$ cat config.mk
export PLATFORM = sky130hd
export DESIGN_NAME = led_breath_fader
export DESIGN_NICKNAME = d
export VERILOG_FILES = /design/src/rtl/led_breath_fader.sv
export SDC_FILE = /design/constraint.sdc
export NUM_CORES = 1
export LEC_CHECK = 0
export CORE_MARGIN = 2
export CORE_UTILIZATION = 49
export DETAILED_ROUTE_END_ITERATION = 10
export GPL_TIMING_DRIVEN = 0
export HOLD_SLACK_MARGIN = 0.08
export PLACE_DENSITY = 0.68
export SLEW_MARGIN = 25
export SYNTH_ARGS = -nofsm -noshare
export SYNTH_HDL_FRONTEND = slang
export SYNTH_SLANG_ARGS = --single-unit
$ cat constraint.sdc
create_clock -name clk -period 3.15 [get_ports clk]
set_input_delay 0.315 -clock clk [delete_from_list [all_inputs] [get_ports clk]]
set_output_delay 0.315 -clock clk [all_outputs]
set_load 0.01 [all_outputs]
$ cat src/rtl/led_breath_fader.sv
// Eight-channel LED fader: each channel's PWM duty ramps one LSB per step tick
// toward full on or full off, or snaps to its target when fading is disabled.
module led_breath_fader #(
    parameter int unsigned STEP_DIV = 97_656
) (
    input  logic       clk,
    input  logic       rstn,
    input  logic [7:0] led_in,
    input  logic       en,
    output logic [7:0] led_out,
    output logic       busy
);

    localparam logic [23:0] STEP_LAST = 24'(STEP_DIV - 1);
    localparam logic [7:0]  PWM_LAST  = 8'd254;

    logic [7:0]  in_q;
    logic [7:0]  pwm_cnt;
    logic [23:0] step_cnt;
    logic        step_tick;

    logic [7:0]  duty      [8];
    logic [7:0]  duty_next [8];
    logic [7:0]  target    [8];
    logic [7:0]  led_next;
    logic        busy_next;

    // With STEP_DIV=1 the counter sits at 0 and every cycle is a tick.
    assign step_tick = (step_cnt == STEP_LAST);

    // NOTE: sequential state is always assigned with <=, so every flop samples
    // the pre-edge values of the others regardless of statement order.
    always_ff @(posedge clk) begin
        if (!rstn) begin
            in_q     <= 8'd0;
            pwm_cnt  <= 8'd0;
            step_cnt <= 24'd0;
        end else begin
            in_q     <= led_in;
            pwm_cnt  <= (pwm_cnt == PWM_LAST) ? 8'd0 : pwm_cnt + 8'd1;
            step_cnt <= step_tick ? 24'd0 : step_cnt + 24'd1;
        end
    end

    // NOTE: every combinational output gets a default before any branch, so no
    // path leaves a value held and no latch is inferred.
    always_comb begin
        busy_next = 1'b0;
        led_next  = 8'd0;
        for (int i = 0; i < 8; i++) begin
            target[i]    = {8{in_q[i]}};
            duty_next[i] = duty[i];
            if (!en) begin
                duty_next[i] = target[i];
            end else if (step_tick) begin
                // The comparisons themselves keep the ramp from wrapping at 0 or 255.
                if (duty[i] < target[i]) begin
                    duty_next[i] = duty[i] + 8'd1;
                end else if (duty[i] > target[i]) begin
                    duty_next[i] = duty[i] - 8'd1;
                end
            end
            led_next[i] = (duty[i] > pwm_cnt);
            busy_next   = busy_next | (duty[i] != target[i]);
        end
    end

    // NOTE: duty is a small array of flops rather than a RAM, so it can and does
    // take the reset; a true memory would be left unreset.
    always_ff @(posedge clk) begin
        if (!rstn) begin
            for (int i = 0; i < 8; i++) begin
                duty[i] <= 8'd0;
            end
            led_out <= 8'd0;
            busy    <= 1'b0;
        end else begin
            for (int i = 0; i < 8; i++) begin
                duty[i] <= duty_next[i];
            end
            led_out <= led_next;
            busy    <= busy_next;
        end
    end

endmodule

## Yosys cells after proc, flatten, opt, wreduce, memory -nomap -nowiden

Memory sizes are Yosys's and may differ from the RTL's.
Index checks and enable logic that the tools add are counted.

- Memory bits (writable): 64
- Word-level logic and storage cells: 118
- Output and inout bits: 9
- Register bits after elaboration: 49
- Memories kept: 1
- Input bits: 11

- Multiplexer cells: 42
- Order comparisons: 24
- Bitwise operators: 16
- Eq/ne operators: 10
- $add $sub $neg: 18
- Reductions and logical operators: 2

Memory list:

| name | depth | bits a word | read ports | clocked after memory_dff | wr ports | RTL line | source |
|---|---|---|---|---|---|---|---|
| duty | 8 | 8 | 8 | 0 | 8 | 22 | `logic [7:0] duty [8];` |

Operators with widths:

| kind | count |
|---|---|
| 8-bit 2-to-1 mux | 40 |
| 8-bit > comparator | 16 |
| 8-bit by 1-bit adder with 8-bit output (second input constant) | 9 |
| 8-bit < comparator | 8 |
| 8-bit inequality test | 8 |
| 8-bit by 1-bit subtractor with 8-bit output (second input constant) | 8 |
| 24-bit by 1-bit adder with 24-bit output (second input constant) | 1 |
| 24-bit by 17-bit == test with 1-bit output (second input constant) | 1 |
| 1-bit OR | 15 |
| 8-bit == test (second input constant) | 1 |
| 2-bit OR reduction | 2 |
| 1-bit 2-to-1 mux | 2 |
| 1-bit inverter | 1 |

## Longest topological paths before layout

Gate-level depths: netlist (run 1).

- Depth in word-level cells: 8
- Mapped depth: 13
- Gate-level depth less buffers: 13

## Least setup slack after synthesis (run 1)

No wires, ideal clock.

- Path kind: flip-flop to flip-flop
- Start point: register in_q[4]
- End point: memory duty[4][7] (netlist: duty[1][7])
- Cell stages (with the launch flop): 14
- Data required time: 3.034 ns
- Setup slack: 0.100 ns
- Arrival time: 2.934 ns
- Cells stage by stage: dfxtp_1 -> inv_1 -> ha_1 -> nor2b_1 -> o211ai_1 -> a21oi_1 -> or2_2 -> ha_1 -> nand3_1 -> o211ai_1 -> o41ai_1 -> or3_1 -> a211oi_1 -> and3b_1

RTL lines:

| what | RTL line | source |
|---|---|---|
| from (decl) | 17 | `logic [7:0] in_q;` |
| from (signal assigned) | 39 | `in_q <= led_in;` |
| to (decl) | 22 |  |

==> results of run 1 <==
[stage by stage]
stage,cell area (µm²),power [mW],cells
finish,11240,5.140,1408
global placement,10000,3.003,1349
floorplan,9494,2.710,1071
CTS,10860,5.010,1400
global route,11240,5.432,1408
detailed placement,10000,3.041,1349
[logic make-up after synthesis]
group / Yosys count / synth area share
and+or+nand+nor: 307 / 0.1799
AOI/OAI and AO/OA: 283 / 0.1846
adders and majority gates: 195 / 0.2633
DFF: 113 / 0.2383
xor gates and xnor gates: 69 / 0.06365
buffers and inverters: 67 / 0.03097
muxes: 37 / 0.03927
[power by group through the flow]
| stage | clock network (mW) | registers, mW | logic, mW |
|---|---|---|---|
| final | 1.86 | 1.62 | 1.66 |
| after floorplan | 0 | 1.61 | 1.10 |
| after global placement | 0 | 1.64 | 1.36 |
| after CTS | 1.90 | 1.61 | 1.50 |
| after detailed placement | 0 | 1.64 | 1.40 |
| after global routing | 1.96 | 1.63 | 1.85 |
[worst register-to-register path, stage by stage (launching register included)]
cell,delay [ns]
dfxtp_4,0.37
inv_8,0.09
ha_4,0.20
nor2b_1,0.12
o211ai_1,0.26
a21oi_2,0.11
or2_4,0.34
buf_4,0.19
ha_4,0.28
nor3_1,0.05
nor2_1,0.13
o41ai_2,0.11
or3_1,0.42
a211oi_2,0.18
and3b_1,0.19
[layout make-up]
| class | count | area share |
|---|---|---|
| Timing Repair Buffer | 45 | 0.03440 |
| Tap cell | 260 | 0.02895 |
| Buffer | 28 | 0.01314 |
| Multi-Input combinational cell | 891 | 0.6564 |
| Clock buffer | 17 | 0.03785 |
| Clock inverter | 15 | 0.01191 |
| Sequential cell | 113 | 0.2036 |
| Inverter | 39 | 0.01369 |
[metal layers]
layer / routed length [µm] / GRT usage / share of wire
met5: 0 / 0 / 0
met4: 752 / 0.1068 / 0.031
met3: 1106 / 0.03957 / 0.045
met2: 11360 / 0.3951 / 0.46
met1: 11210 / 0.3053 / 0.46
[repair_timing]
| item | in CTS | in global routing |
|---|---|---|
| setup endpoints to repair | 17 | 17 |
| hold endpoints to repair | 0 | 0 |
| resized for setup | 46 | 61 |
| pin swaps | 13 | 28 |
| setup buffers | 19 | 9 |
[registers in the layout (all words and copies together), names as in the netlist]
signal	flops
busy	1
step_cnt	24
duty	64
led_out	8
pwm_cnt	8
in_q	8
[worst min-delay path by stage]
stage | to | cells after the start | slack [ns]
5_1_grt | in_q[2] | 2 | 0.47
3_3_place_gp | step_cnt[0] | 1 | 0.44
2_1_floorplan | step_cnt[0] | 1 | 0.43
6_report | in_q[2] | 2 | 0.46
3_5_place_dp | step_cnt[0] | 1 | 0.46
4_1_cts | in_q[3] | 2 | 0.45
[synthesized netlist by cell type, types with 7 or more instances]
library cell and number:
a21o_1 36, a21oi_1 118, a31oi_1 7, and2_1 15, and3_1 13, clkbuf_1 15
dfxtp_1 113, fa_1 8, ha_1 187, inv_1 39, mux2i_1 35, nand2_1 37
nand2b_1 14, nand3_1 33, nand3b_1 10, nand4_1 40, nor2_1 51, nor2b_1 18
nor3_1 32, nor3b_1 8, o211a_1 13, o21a_1 8, o21ai_0 45, o21ai_1 10
o21bai_1 19, or2_2 8, xnor2_1 46, xor2_1 23
==> impl_metrics.ini, run 1 <==
[status]
status = finished clean

[critical_path]
reg2reg_setup_slack_ns = 0.02
cp.depth = 14
timing.critical_path.from = in_q[4]
cp-endpoint = duty[1][7]
path_buf_inv = 2
cp-end-kind = flop
worst_path_dominant_cell_family = simple AND/OR/NAND/NOR gates
critical_path_class = reg2reg
crit_required_ns = 3.47
rr_worst_depth = 14
cpMaxStageDelayCell = or3_1
r2r-end = duty[1][7]
crit_chain = inv_8 > ha_4 > nor2b_1 > o211ai_1 > a21oi_2 > or2_4 > buf_4 > ha_4 > nor3_1 > nor2_1 > o41ai_2 > or3_1 > a211oi_2 > and3b_1
worstPathArrival_ns = 3.45
crit_top_cell = ha_4
critPathMaxFanout = 7
reg2reg_from = in_q[4]
startpoint_type = flop
slowest_delay_ns = 0.42

[global_route]
grt_pass1_wl_um = 38360
grt_max_degree = 17
antenna_found_initial = 0
grtUsageTotal = 0.2389
grt_pass1_vias = 7690
overflow = 0

[cells_and_area]
final_cell_mix = ha_1, a21oi_1, dfxtp_1, nor2_1, xnor2_1
fill_cells = 1637
regArea_um2 = 2288
nNetsFinal = 1341
multi_input_area_um2 = 7377
final_common_cell = ha_1
synthToLayoutAreaGrowth_pct = 18.37
fin_util = 0.5968
layout-drive-gt1-share = 0.1446
antenna_cells = 0

[timing]
slew_viol_final = 0
layout_setup_ws_ns = 0.01980
worstMarginPinSlew_ns = 0.9088
fmax_ghz = 0.3195
relSlewSlack = 0.3942
fin_crit_sh = 0.9937
grt_setup_unrepaired = true
setup-tns-final_ns = 0
setup_viol = 0
fin_crit_ns = 3.130
fin_skew_ns = 0.01122
hold_viol_final = 0
hold_slack_ns = 0.4599

[yosys]
syn_nets = 1277
synth_area_leaders = ha_1, dfxtp_1, a21oi_1
synth.avg_cell_area_um2 = 8.865
ys_warn_count = 0
synth_seq_cells = 113
ys.flop_type = dfxtp_1
async_reset_ff_frac = 0
syn_area_um2 = 9494
synth_seq_area_share = 0.2383
synth.largest_area_cell = ha_1
synth_edf_count = 0
ys_types = 54
yosysTopAreaCellShare = 0.2464
syn-instance-count = 1071

[floorplanning]
initial_core_util = 0.5042
fp-row-count = 50
core_um2 = 18830
ios = 20
die_y_um = 143.2
dieArea_um2 = 20500
die_w_um = 143.2

[pwr]
p_int_mw = 3.346
p_comb_frac = 0.323
sw_frac_of_total = 0.3491
clkPwrFrac = 0.363
ir_worst_vdd_mv = 0.4185
power_density_nw_per_um2 = 457.4
p_seq_frac = 0.315
p_sw_mw = 1.794
p_leak_nw = 4.960

[hold_path]
hold_start = led_in[2]
hp-class = in2reg

[clock_network]
clk_latency_ns = 0.43
cts_sinks = 113
clk_path_buf_depth = 2
cts_buffers = 17
cts_max_level = 4
cts_root_buffer = clkbuf_16
path_clk_slew_ns = 0.06
cts_tree = built
hold_buffers = 0

[placed_design]
io_buffer_count = 18
routabilityCongestion = 0.8702
place_ws_ns = -0.4275
dp_hpwl_um = 16720

[routing]
vias_per_cell = 5.839
dr.pass1.iters = 5
num_vias = 8221
wirelength_um = 24430
drtAntennaViolNets = 0
wire_per_inst_um = 17.35
drc = 0
first_iter_violations = 373

[flow_run]
drv_cap = 0
No activity file was read; power rests on OpenSTA's default activity.
==> run 2: changes to the inputs <==
Settings changed: SETUP_SLACK_MARGIN from default to 0.4.
==> impl_metrics.ini, run 2 (same netlist as run 1, synthesis figures left out) <==
[critical_path]
cp-end-kind = flop
critical_path_class = reg2reg
crit_chain = inv_8 > ha_4 > nor2b_4 > o211ai_1 > a21oi_2 > or2_4 > ha_4 > nand3_2 > o211ai_1 > o41ai_2 > or3_1 > a211oi_2 > and3b_1
slowest_delay_ns = 0.36
cpMaxStageDelayCell = dfxtp_4
startpoint_type = flop
crit_required_ns = 3.47
critPathMaxFanout = 7
worstPathArrival_ns = 3.38

[global_route]
grt_max_degree = 17
grtUsageTotal = 0.2583
grt_pass1_wl_um = 41410
grt_pass1_vias = 8189
antenna_found_initial = 0
overflow = 0

[placed_design]
routabilityCongestion = 0.8350
io_buffer_count = 18
dp_cells = 1349
placed_cell_area_um2 = 10540
dp_hpwl_um = 16980
place_ws_ns = 0.01215

[timing]
hold_viol_final = 0
fin_crit_ns = 3.063
slew_viol_final = 0
grt_setup_unrepaired = true
fmax_ghz = 0.3265
fin_crit_sh = 0.9724
setup-tns-final_ns = 0
worstMarginPinSlew_ns = 0.8568
relSlewSlack = 0.4288
setup_viol = 0
layout_setup_ws_ns = 0.08701
fin_skew_ns = 0.01000

[cells_and_area]
top_register = duty
reg.largest.list = duty x64, step_cnt x24
fill_cells = 1434
multi_input_area_um2 = 8332
nNetsFinal = 1407
regArea_um2 = 2333
post-route-cell-area_um2 = 13040
layout-drive-gt1-share = 0.2974
synthToLayoutAreaGrowth_pct = 37.30
fin_cells = 1475
final_common_cell = ha_1
final_cell_mix = ha_1, dfxtp_1, a21oi_1, buf_4, ha_4
largest_reg_flops = 64

[hold_path]
hp-class = reg2reg

[pwr]
p_leak_nw = 5.443
power_density_nw_per_um2 = 458.7
ir_worst_vdd_mv = 0.3260

[clock_network]
cts_sinks = 113
cts_tree = built
path_clk_slew_ns = 0.06
clk_latency_ns = 0.44
cts_max_level = 4
clk_path_buf_depth = 2
cts_buffers = 17
cts_root_buffer = clkbuf_16

[routing]
wl_met2_um = 13540
dr.pass1.iters = 5
vias_per_cell = 5.925
num_vias = 8740
wirelength_um = 28110
drtAntennaViolNets = 0
wl_met3_um = 1302
first_iter_violations = 483
drc = 0
wire_per_inst_um = 19.06
wl_met1_um = 12430
top_layer_used = met4

[floorplanning]
ios = 20
initial_core_util = 0.5042
fp-row-count = 50
dieArea_um2 = 20500
die_w_um = 143.2
core_um2 = 18830
die_y_um = 143.2

[status]
status = finished clean

[flow_run]
drv_cap = 0
## run 2: path summary, 6_finish.rpt
| path | slack [ns] | from | endpoint | cells after the start |
|---|---|---|---|---|
| worst max-delay path | 0.09 | in_q[4] | duty[1][7] | 13 |
| worst min-delay path | 0.46 | step_cnt[0] | step_cnt[0] | 1 |
| worst max register to register | 0.09 | in_q[4] | duty[1][7] | 13 |
| worst min register to register | 0.46 | step_cnt[0] | step_cnt[0] | 1 |
## run 2: power by group
group          internal (mW)  switching (mW)  leakage (nW)
Sequential              1.51           0.127         0.943
Combinational           1.19            1.10          4.20
Clock                   1.25           0.797         0.298
Total                   3.96            2.02          5.44
## run 2: cell type report
type | count | area share
multi-input combinational | 891 | 0.6392
sequential | 113 | 0.1790
timing repair buffer | 111 | 0.08207
clock buffer | 17 | 0.03264
tap | 260 | 0.02496
inverter | 39 | 0.01661
clock inverter | 15 | 0.01401
buffer | 28 | 0.01133
antenna | 1 | 0.0001920
## run 2: critical path, delay by kind of cell (launching register included)
kind,cells,cell delay [ns]
and+or+nand+nor,5,1.07
buffers and inverters,1,0.09
adders and majority gates,2,0.51
DFF,1,0.36
AOI/OAI and AO/OA,5,0.91
## run 2: timing repair
action	4_1_cts	5_1_grt
hold buffers	0	0
pin swaps	80	110
buffers inserted	60	33
endpoints found under the hold margin	0	0
endpoints found under the setup margin	27	37
resized for setup	93	146
## run 2: per-layer routing
layer / vias to the layer above / track usage
met5: - / 0
met4: 0 / 0.08598
met3: 69 / 0.04561
met2: 224 / 0.4321
met1: 4200 / 0.3358
li1: 4247 / -
## run 2: metrics by stage
step / utilization / hold slack [ns] / power (mW)
floorplan: - / 0.4298 / 2.871
global placement: 0.5599 / 0.4450 / 3.185
detailed placement: 0.5599 / 0.4509 / 3.222
CTS: 0.6399 / 0.4431 / 5.584
global route: 0.6921 / 0.4568 / 6.285
finish: 0.6922 / 0.4586 / 5.979
